`src/rtl/oflow_iou_match_ctrl_if.sv`:
```
// oflow_iou_match_ctrl_if: sweep request, IoU calculator handshake and match result bundle
interface oflow_iou_match_ctrl_if #(
  parameter int HIST_IDX_LEN = 3,
  parameter int CNT_LEN = 4,
  parameter int IOU_LEN = 22
);
  logic start_match;
  logic [CNT_LEN-1:0] num_history;
  logic valid_iou;
  logic [IOU_LEN-1:0] iou;
  logic iou_start;
  logic [HIST_IDX_LEN-1:0] hist_idx;
  logic busy;
  logic match_valid;
  logic match_found;
  logic [HIST_IDX_LEN-1:0] match_idx;
  logic [IOU_LEN-1:0] match_cost;
  logic timeout_err;
  modport master (
    output start_match, num_history, valid_iou, iou,
    input iou_start, hist_idx, busy, match_valid, match_found, match_idx, match_cost, timeout_err
  );
  modport slave (
    input start_match, num_history, valid_iou, iou,
    output iou_start, hist_idx, busy, match_valid, match_found, match_idx, match_cost, timeout_err
  );
endinterface

```
`src/rtl/oflow_iou_match_ctrl.sv`:
```
// oflow_iou_match_ctrl: sweeps history bboxes through the IoU calculator and keeps the lowest cost
// OFLOW_IOU_THRESHOLD_EN adds an iou_threshold port that gates match_found.
module oflow_iou_match_ctrl #(
  parameter int NUM_HISTORY = 8,
  parameter int HIST_IDX_LEN = 3,
  parameter int CNT_LEN = 4,
  parameter int IOU_LEN = 22,
  parameter int TIMEOUT = 31
) (
  input logic clk,
  input logic reset_N,
`ifdef OFLOW_IOU_THRESHOLD_EN
  input logic [IOU_LEN-1:0] iou_threshold,
`endif
  oflow_iou_match_ctrl_if.slave bus
);
  localparam int TW = $clog2(TIMEOUT + 1);
  typedef enum logic [1:0] {idle_st, issue_st, wait_st, done_st} state_t;
  state_t state_q, state_d;
  logic [CNT_LEN-1:0] num_q, num_d;
  logic [HIST_IDX_LEN-1:0] idx_q, idx_d, best_idx_q, best_idx_d, match_idx_q, match_idx_d;
  logic [IOU_LEN-1:0] best_cost_q, best_cost_d, match_cost_q, match_cost_d;
  logic [TW-1:0] cnt_q, cnt_d;
  logic any_valid_q, any_valid_d, tmo_err_q, tmo_err_d, found_q, found_d;
  logic last, expire, found;
`ifdef OFLOW_IOU_THRESHOLD_EN
  logic [IOU_LEN-1:0] thr_q, thr_d;
`endif
  always_comb begin
    state_d = state_q;
    num_d = num_q;
    idx_d = idx_q;
    best_idx_d = best_idx_q;
    best_cost_d = best_cost_q;
    any_valid_d = any_valid_q;
    tmo_err_d = tmo_err_q;
    cnt_d = cnt_q;
    found_d = found_q;
    match_idx_d = match_idx_q;
    match_cost_d = match_cost_q;
`ifdef OFLOW_IOU_THRESHOLD_EN
    thr_d = thr_q;
`endif
    last = {1'b0, idx_q} == num_q - CNT_LEN'(1);
    expire = cnt_q == TW'(TIMEOUT - 1);
    case (state_q)
      idle_st: if (bus.start_match) begin
        num_d = bus.num_history > CNT_LEN'(NUM_HISTORY) ? CNT_LEN'(NUM_HISTORY) : bus.num_history;
        idx_d = '0;
        best_idx_d = '0;
        best_cost_d = '1;
        any_valid_d = 1'b0;
        tmo_err_d = 1'b0;
`ifdef OFLOW_IOU_THRESHOLD_EN
        thr_d = iou_threshold;
`endif
        state_d = bus.num_history == '0 ? done_st : issue_st;
      end
      issue_st: begin
        cnt_d = '0;
        state_d = wait_st;
      end
      wait_st: begin
        cnt_d = cnt_q + 1'b1;
        if (bus.valid_iou) begin
          any_valid_d = 1'b1;
          if (bus.iou < best_cost_q) begin
            best_cost_d = bus.iou;
            best_idx_d = idx_q;
          end
        end else if (expire) tmo_err_d = 1'b1;
        if (bus.valid_iou || expire) begin
          state_d = last ? done_st : issue_st;
          idx_d = last ? idx_q : idx_q + 1'b1;
        end
      end
      default: state_d = idle_st;
    endcase
`ifdef OFLOW_IOU_THRESHOLD_EN
    found = any_valid_d && best_cost_d <= thr_d;
`else
    found = any_valid_d;
`endif
    // Result is captured on entry to done_st so it is stable while match_valid is high.
    if (state_d == done_st && state_q != done_st) begin
      found_d = found;
      match_idx_d = found ? best_idx_d : '0;
      match_cost_d = found ? best_cost_d : '1;
    end
  end
  always_ff @(posedge clk or negedge reset_N) begin
    if (!reset_N) begin
      state_q <= idle_st;
      num_q <= '0;
      idx_q <= '0;
      best_idx_q <= '0;
      best_cost_q <= '1;
      any_valid_q <= 1'b0;
      tmo_err_q <= 1'b0;
      cnt_q <= '0;
      found_q <= 1'b0;
      match_idx_q <= '0;
      match_cost_q <= '0;
`ifdef OFLOW_IOU_THRESHOLD_EN
      thr_q <= '0;
`endif
    end else begin
      state_q <= state_d;
      num_q <= num_d;
      idx_q <= idx_d;
      best_idx_q <= best_idx_d;
      best_cost_q <= best_cost_d;
      any_valid_q <= any_valid_d;
      tmo_err_q <= tmo_err_d;
      cnt_q <= cnt_d;
      found_q <= found_d;
      match_idx_q <= match_idx_d;
      match_cost_q <= match_cost_d;
`ifdef OFLOW_IOU_THRESHOLD_EN
      thr_q <= thr_d;
`endif
    end
  end
  assign bus.iou_start = state_q == issue_st;
  assign bus.hist_idx = idx_q;
  assign bus.busy = state_q != idle_st;
  assign bus.match_valid = state_q == done_st;
  assign bus.match_found = found_q;
  assign bus.match_idx = match_idx_q;
  assign bus.match_cost = match_cost_q;
  assign bus.timeout_err = tmo_err_q;
endmodule

```
`src/flat_wrapper.sv`:
```
// flat-port wrapper written by rule: the top's interface ports become plain ports
module oflow_iou_match_ctrl_flat 
#(
  parameter int NUM_HISTORY = 8,
  parameter int HIST_IDX_LEN = 3,
  parameter int CNT_LEN = 4,
  parameter int IOU_LEN = 22,
  parameter int TIMEOUT = 31
)
  (clk, reset_N, bus_start_match, bus_num_history, bus_valid_iou, bus_iou, bus_iou_start, bus_hist_idx, bus_busy, bus_match_valid, bus_match_found, bus_match_idx, bus_match_cost, bus_timeout_err);
  oflow_iou_match_ctrl_if #(.HIST_IDX_LEN(HIST_IDX_LEN), .CNT_LEN(CNT_LEN), .IOU_LEN(IOU_LEN)) bus_i ();
  input logic clk;
  input logic reset_N;
  input wire logic [$bits(bus_i.start_match)-1:0] bus_start_match;
  input wire logic [$bits(bus_i.num_history)-1:0] bus_num_history;
  input wire logic [$bits(bus_i.valid_iou)-1:0] bus_valid_iou;
  input wire logic [$bits(bus_i.iou)-1:0] bus_iou;
  output wire logic [$bits(bus_i.iou_start)-1:0] bus_iou_start;
  output wire logic [$bits(bus_i.hist_idx)-1:0] bus_hist_idx;
  output wire logic [$bits(bus_i.busy)-1:0] bus_busy;
  output wire logic [$bits(bus_i.match_valid)-1:0] bus_match_valid;
  output wire logic [$bits(bus_i.match_found)-1:0] bus_match_found;
  output wire logic [$bits(bus_i.match_idx)-1:0] bus_match_idx;
  output wire logic [$bits(bus_i.match_cost)-1:0] bus_match_cost;
  output wire logic [$bits(bus_i.timeout_err)-1:0] bus_timeout_err;
  assign bus_i.start_match = bus_start_match;
  assign bus_i.num_history = bus_num_history;
  assign bus_i.valid_iou = bus_valid_iou;
  assign bus_i.iou = bus_iou;
  assign bus_iou_start = bus_i.iou_start;
  assign bus_hist_idx = bus_i.hist_idx;
  assign bus_busy = bus_i.busy;
  assign bus_match_valid = bus_i.match_valid;
  assign bus_match_found = bus_i.match_found;
  assign bus_match_idx = bus_i.match_idx;
  assign bus_match_cost = bus_i.match_cost;
  assign bus_timeout_err = bus_i.timeout_err;
  oflow_iou_match_ctrl #(.NUM_HISTORY(NUM_HISTORY), .HIST_IDX_LEN(HIST_IDX_LEN), .CNT_LEN(CNT_LEN), .IOU_LEN(IOU_LEN), .TIMEOUT(TIMEOUT)) u_core (.clk(clk), .reset_N(reset_N), .bus(bus_i));
endmodule
```
`config.mk`:
```
export PLATFORM = sky130hd
export DESIGN_NAME = oflow_iou_match_ctrl_flat
export DESIGN_NICKNAME = d
export VERILOG_FILES = /design/src/rtl/oflow_iou_match_ctrl_if.sv /design/src/rtl/oflow_iou_match_ctrl.sv /design/src/flat_wrapper.sv
export SDC_FILE = /design/constraint.sdc
export NUM_CORES = 1
export LEC_CHECK = 0
export ABC_AREA = 1
export ABC_CLOCK_PERIOD_IN_PS = 5340
export BUFFER_PORTS_ARGS = -buffer_cell sky130_fd_sc_hd__buf_2
export CAP_MARGIN = 20
export CORE_MARGIN = 4
export CORE_UTILIZATION = 50
export CTS_CLUSTER_DIAMETER = 150
export DETAILED_ROUTE_END_ITERATION = 10
export PLACE_DENSITY = 0.72
export SKIP_CTS_REPAIR_TIMING = 1
export SYNTH_ARGS = -nofsm -noshare
export SYNTH_HDL_FRONTEND = slang
export SYNTH_SLANG_ARGS = --single-unit
```
`constraint.sdc`:
```
create_clock -name clk -period 5.34 [get_ports clk]
set_clock_uncertainty 0.1 [all_clocks]
set_input_delay 0.267 -clock clk [delete_from_list [all_inputs] [get_ports clk]]
set_output_delay 0.267 -clock clk [all_outputs]
set_load 0.02 [all_outputs]
```
== Word-level counts from Yosys, hierarchy flattened ==
Cells that the tools add are included.
Storage, ports and cells
  latch bits: 0
  memories kept: 0
  ROM bits: 0
  register bits: 67
  logic and storage cells: 66
  RAM bits: 0
  output and inout port bits: 33
Cells by class
  bitwise gates (word level): 0
  shift operators: 0
  muxes and demuxes: 28
  reductions and logical operators: 10
  equal/unequal tests: 12
  $lt $le $gt $ge: 2
  add/sub/neg operators: 3
  divide/modulo/power cells: 0
  multiply operators: 0
Operators with widths (number)
  $mux 22: 4
  $pmux 22 s2: 1
  $lt 22x22->1: 1
  $mux 3: 7
  $pmux 3 s2: 2
  $pmux 5 s2: 1
  $mux 2: 4
  $ne 2x2->1 const B: 4
  $reduce_and 4->1: 2
  $eq 2x2->1 const B: 3
  $pmux 2 s3: 1
  $reduce_bool 2->1: 3
  $add 5x1->5 const B: 1
  $eq 5x5->1 const B: 1
  $mux 1: 5
  $eq 3x4->1: 1
  $gt 4x4->1 const B: 1
  $logic_not 4->1: 1
  $mux 4: 1
  $ne 2x1->1 const B: 2
  $pmux 1 s2: 2
  $sub 4x1->4 const B: 1
  $add 3x1->3 const B: 1
  $eq 2x1->1 const B: 1
  other kinds (4): 4

== Logic depth before layout (Yosys ltp) ==
  word-level depth: 7
  gate-level depth with buffers: 16
  mapped depth without buffers: 16

== Worst setup path before layout ==
Ideal clock, no wire load.
  path type: register -> register
  start: reg u_core.best_cost_q[21]
  end: reg u_core.match_cost_q[14], in the netlist u_core.bus.match_cost[14]
  stages on the path, launching flop included: 15
  library setup time: 117 ps
  arrival: 1836 ps
  slack: 3287 ps
  cells stage by stage: dfstp_2 -> inv_1 -> ha_1 -> nand2_1 -> nor2_2 -> nand2_1 -> nor2_1 -> nand2_2 -> nand3_4 -> buf_6 -> nand2_1 -> nand3_1 -> nand2_1 -> nor2_1 -> nor2_1
On the way
  word-level cells in the longest chain between the ends: 5
RTL lines
  start, declared: RTL line oflow_iou_match_ctrl.sv:22  | logic [IOU_LEN-1:0] best_cost_q, best_cost_d, match_cost_q, match_cost_d;
  start signal, assigned: RTL line oflow_iou_match_ctrl.sv:112  | best_cost_q <= best_cost_d;
  $lt 22x22->1: RTL line oflow_iou_match_ctrl.sv:67  | if (bus.iou < best_cost_q) begin
  $mux 22: RTL line oflow_iou_match_ctrl.sv:67
  $mux 22: RTL line oflow_iou_match_ctrl.sv:65  | if (bus.valid_iou) begin
  $pmux 22 s2: RTL line oflow_iou_match_ctrl.sv:46  | case (state_q)
  net u_core.best_cost_d[14]: RTL line oflow_iou_match_ctrl.sv:22
  $mux 22: RTL line oflow_iou_match_ctrl.sv:88  | match_cost_d = found ? best_cost_d : '1;
  end signal, assigned: RTL line oflow_iou_match_ctrl.sv:118  | match_cost_q <= match_cost_d;
  end, declared: RTL line oflow_iou_match_ctrl.sv:22
The timed path passes the listed nets, and every way through them passes these cells.
A chain may end at the register's enable or synchronous reset.

== Worst setup path in the final report ==
  start: reg u_core.best_cost_q[13]
  end: reg u_core.match_idx_q[0], in the netlist u_core.bus.match_idx[0]
On the way
  word-level cells in the longest chain between the ends: 5
RTL lines
  $lt 22x22->1: RTL line oflow_iou_match_ctrl.sv:67
  $mux 3: RTL line oflow_iou_match_ctrl.sv:67
  $mux 3: RTL line oflow_iou_match_ctrl.sv:65
  $pmux 3 s2: RTL line oflow_iou_match_ctrl.sv:46
  net u_core.best_idx_d[0]: RTL line oflow_iou_match_ctrl.sv:21  | logic [HIST_IDX_LEN-1:0] idx_q, idx_d, best_idx_q, best_idx_d, match_idx_q, match_idx_d;
  $mux 3: RTL line oflow_iou_match_ctrl.sv:87  | match_idx_d = found ? best_idx_d : '0;
  end signal, assigned: RTL line oflow_iou_match_ctrl.sv:117  | match_idx_q <= match_idx_d;
  end, declared: RTL line oflow_iou_match_ctrl.sv:21
The timed path passes the listed nets, and every way through them passes these cells.

==> flow_summary.json <==
{
  "status": "finished, violations left",
  "violations": "hold timing",
  "end_kind": "register",
  "crit_top_cell": "nand2_1",
  "dp_hpwl_um": 6270,
  "critical-path-top-delay-family": "simple AND/OR/NAND/NOR gates",
  "grt_use_total_pct": 20.6,
  "relSlewSlack_pct": 41.9,
  "grt_setup_unrepaired": "no",
  "arrival_ns": 3.20,
  "synth-seq-cells": 67,
  "synthCells": 523,
  "yosysMostFrequentCell": "nand2_1",
  "synth_top_area_cell": "dfrtp_1",
  "grt_overflow": 0,
  "path_max_fanout": 26,
  "gp_congestion": 0.881,
  "port_buffers": 62,
  "crit_buf_inv": 1,
  "cpMaxStageDelayCell": "nand2_1",
  "area_growth_pct": 13.4,
  "rows": 32,
  "cts.clk_slew.worst_paths_ns": 0.08,
  "vias_per_cell": 5.17,
  "grt_start_max_net_pins": 68,
  "clk_latency_ns": 0.36,
  "fin_crit_sh_pct": 57.0,
  "num-fill-cells": 722,
  "grt_pass1_vias": 3419,
  "synth-edff-count": 0,
  "power_leakage_nw": 2.35,
  "hold_slack_ns": -0.00793,
  "synth_top_cell_area_share_pct": 28.3,
  "wl_um": 9470,
  "drive_gt1_share_pct": 19.2,
  "drt_pass1_iterations": 7,
  "final-hold-violation-count": 5,
  "post_drt_wl_per_cell_um": 13.8,
  "hold_class": "in2async",
  "avgSynthCellArea_um2": 7.62,
  "synth_nets": 582,
  "antenna_found_initial": 0,
  "die_y_um": 97.3,
  "fmax_mhz": 329,
  "routed-wl-met2_um": 4510,
  "cp-start-kind": "register",
  "timing.setup.tns_ns": 0,
  "drc_errors": 0,
  "synthSimpleGateAreaFrac_pct": 29.8,
  "fp.dieArea_um2": 9460,
  "nNetsFinal": 636,
  "final-setup-viol-count": 0,
  "initial_utilization_pct": 51.6,
  "top_layer": "met4",
  "cpPeakStageDelay_ns": 0.64,
  "synth_common_cells": "121 x nand2_1, 79 x nor2_1, 78 x inv_1, 45 x dfrtp_1, 32 x nand3_1",
  "ant_nets": 0,
  "core_um2": 7730,
  "async_reset_ff_share_pct": 100,
  "worst_pin_slew_ns": 0.870,
  "yosysUniqueCellTypes": 34,
  "netlist_area_um2": 3980,
  "max-vdd-ir-drop_v": 0.000215,
  "drv_cap": 0,
  "die_x_um": 97.3,
  "clockBufferDepth": 2,
  "synthAdderAreaFrac_pct": 9.11,
  "seqCellArea_um2": 1700,
  "required_ns": 5.50,
  "yosysSeqAreaShare_pct": 42.8,
  "ys.flop_type": "dfrtp_1",
  "crit_type": "reg2reg",
  "cts_sinks": 67,
  "final.min_clock_period_ns": 3.04,
  "muxShareOfSynthArea_pct": 0,
  "yosys-top-cells-area": "dfrtp_1 28%, dfstp_2 15%, nand2_1 11%",
  "power_density_nw_per_um2": 544,
  "cts_inserted_buffers": 9,
  "path_cells": "inv_1 > ha_1 > a21o_1 > nor2_1 > nand2_1 > nand2_1 > nand3_4 > nand2_1 > nand2_1 > nand2_1 > nand2_1 > nand2_1 > nand2_1",
  "ys_warn_count": 0,
  "synth_top_family_by_area": "simple AND/OR/NAND/NOR gates",
  "multi_input_area_um2": 1850,
  "cts_tree": "built",
  "wl_met1_um": 4340,
  "insertedDiodeCount": 0,
  "io_pins": 63,
  "final_max_slew_viol_count": 0,
  "clock_tree.root_cell": "clkbuf_8",
  "num_vias": 3536,
  "first_iter_violations": 211,
  "grt_pass1_wl_um": 16200,
  "dr_wl_met3_um": 460,
  "synth-xor-area-share_pct": 0.660,
  "power.total_w": 0.00246,
  "htree_levels": 3,
  "synth_compound_area_share_pct": 6.78
}
-- stage by stage --
stage / setup slack, ns / util, % / instance area, um2 / cells
after detailed placement: 2.34 / 55.7 / 4300 / 668
after global routing: 1.98 / 58.5 / 4520 / 684
after floorplan: 3.29 / - / 3980 / 523
after CTS: 2.31 / 58.5 / 4520 / 684
final: 2.30 / 58.5 / 4520 / 684
after global placement: 2.38 / 55.7 / 4300 / 668
-- report_power, final --
part,switching (W),internal (W)
Clock,0.000210,0.000242
Sequential,0.000114,0.000739
Combinational,0.000766,0.000386
Total,0.00109,0.00137
-- worst paths after layout --
path / startpoint / to / slack, ns / cells past startpoint
worst min-delay path: reset_N / u_core.bus.match_cost[3] / -0.008 / 2
worst min register to register: u_core.bus.match_idx[2] / u_core.bus.match_idx[2] / 0.38 / 2
worst max register to register: u_core.best_cost_q[13] / u_core.bus.match_idx[0] / 2.30 / 13
max in group asynchronous: reset_N / u_core.bus.timeout_err / 4.60 / 2
worst max-delay path: u_core.best_cost_q[13] / u_core.bus.match_idx[0] / 2.30 / 13
min in group clk: bus_num_history[0] / u_core.num_q[0] / 0.08 / 3
-- logic make-up (layout without fill, tap and decap cells) --
family          after synthesis  after routing
xor+xnor                      3              3
compound gates               50             50
fa+ha+maj                    29             29
simple gates                273            273
buf+inv                     101            160
flops                        67             67
-- cell usage in the layout, fill, tap and decap left out, types with 2 or more instances in the layout --
cell type | netlist | routed
nand3b_1 | 4 | 4
ha_1 | 29 | 29
clkinvlp_4 | 0 | 3
nor3_1 | 6 | 6
nand3_1 | 32 | 32
clkbuf_8 | 0 | 11
nor2_1 | 79 | 79
nand4_1 | 22 | 22
inv_1 | 78 | 78
buf_2 | 7 | 62
dfrtp_1 | 45 | 45
o21ai_0 | 19 | 19
nand2_2 | 2 | 2
a21oi_1 | 23 | 23
o21a_1 | 2 | 2
nand2_1 | 121 | 121
buf_4 | 0 | 2
a31oi_1 | 2 | 2
dfstp_2 | 22 | 22
xnor2_1 | 2 | 2
-- metal layers --
layer  global-route usage (%)  vias to the layer above
met1                     27.3                     1663
met3                     3.88                       15
met5                        0                        -
li1                         -                     1765
met2                     33.7                       93
met4                     7.77                        0
-- flip-flops by register name (all words and copies together) (netlist names) --
register / flops
u_core.bus.match_cost: 22
u_core.num_q: 4
u_core.best_idx_q: 3
u_core.cnt_q: 5
u_core.bus.match_found: 1
u_core.bus.timeout_err: 1
u_core.best_cost_q: 22
u_core.any_valid_q: 1
u_core.state_q: 2
u_core.bus.hist_idx: 3
u_core.bus.match_idx: 3
-- final cells by class --
cell class / count / area share [%]
multi-input cells: 355 / 40.9
clock buffers: 11 / 3.35
well taps: 102 / 2.83
repair buffers: 64 / 7.20
inverters: 80 / 6.68
flip-flops and latches: 67 / 37.7
clock inverters: 5 / 1.36
Note: power is estimated with default switching activity, not from simulation.
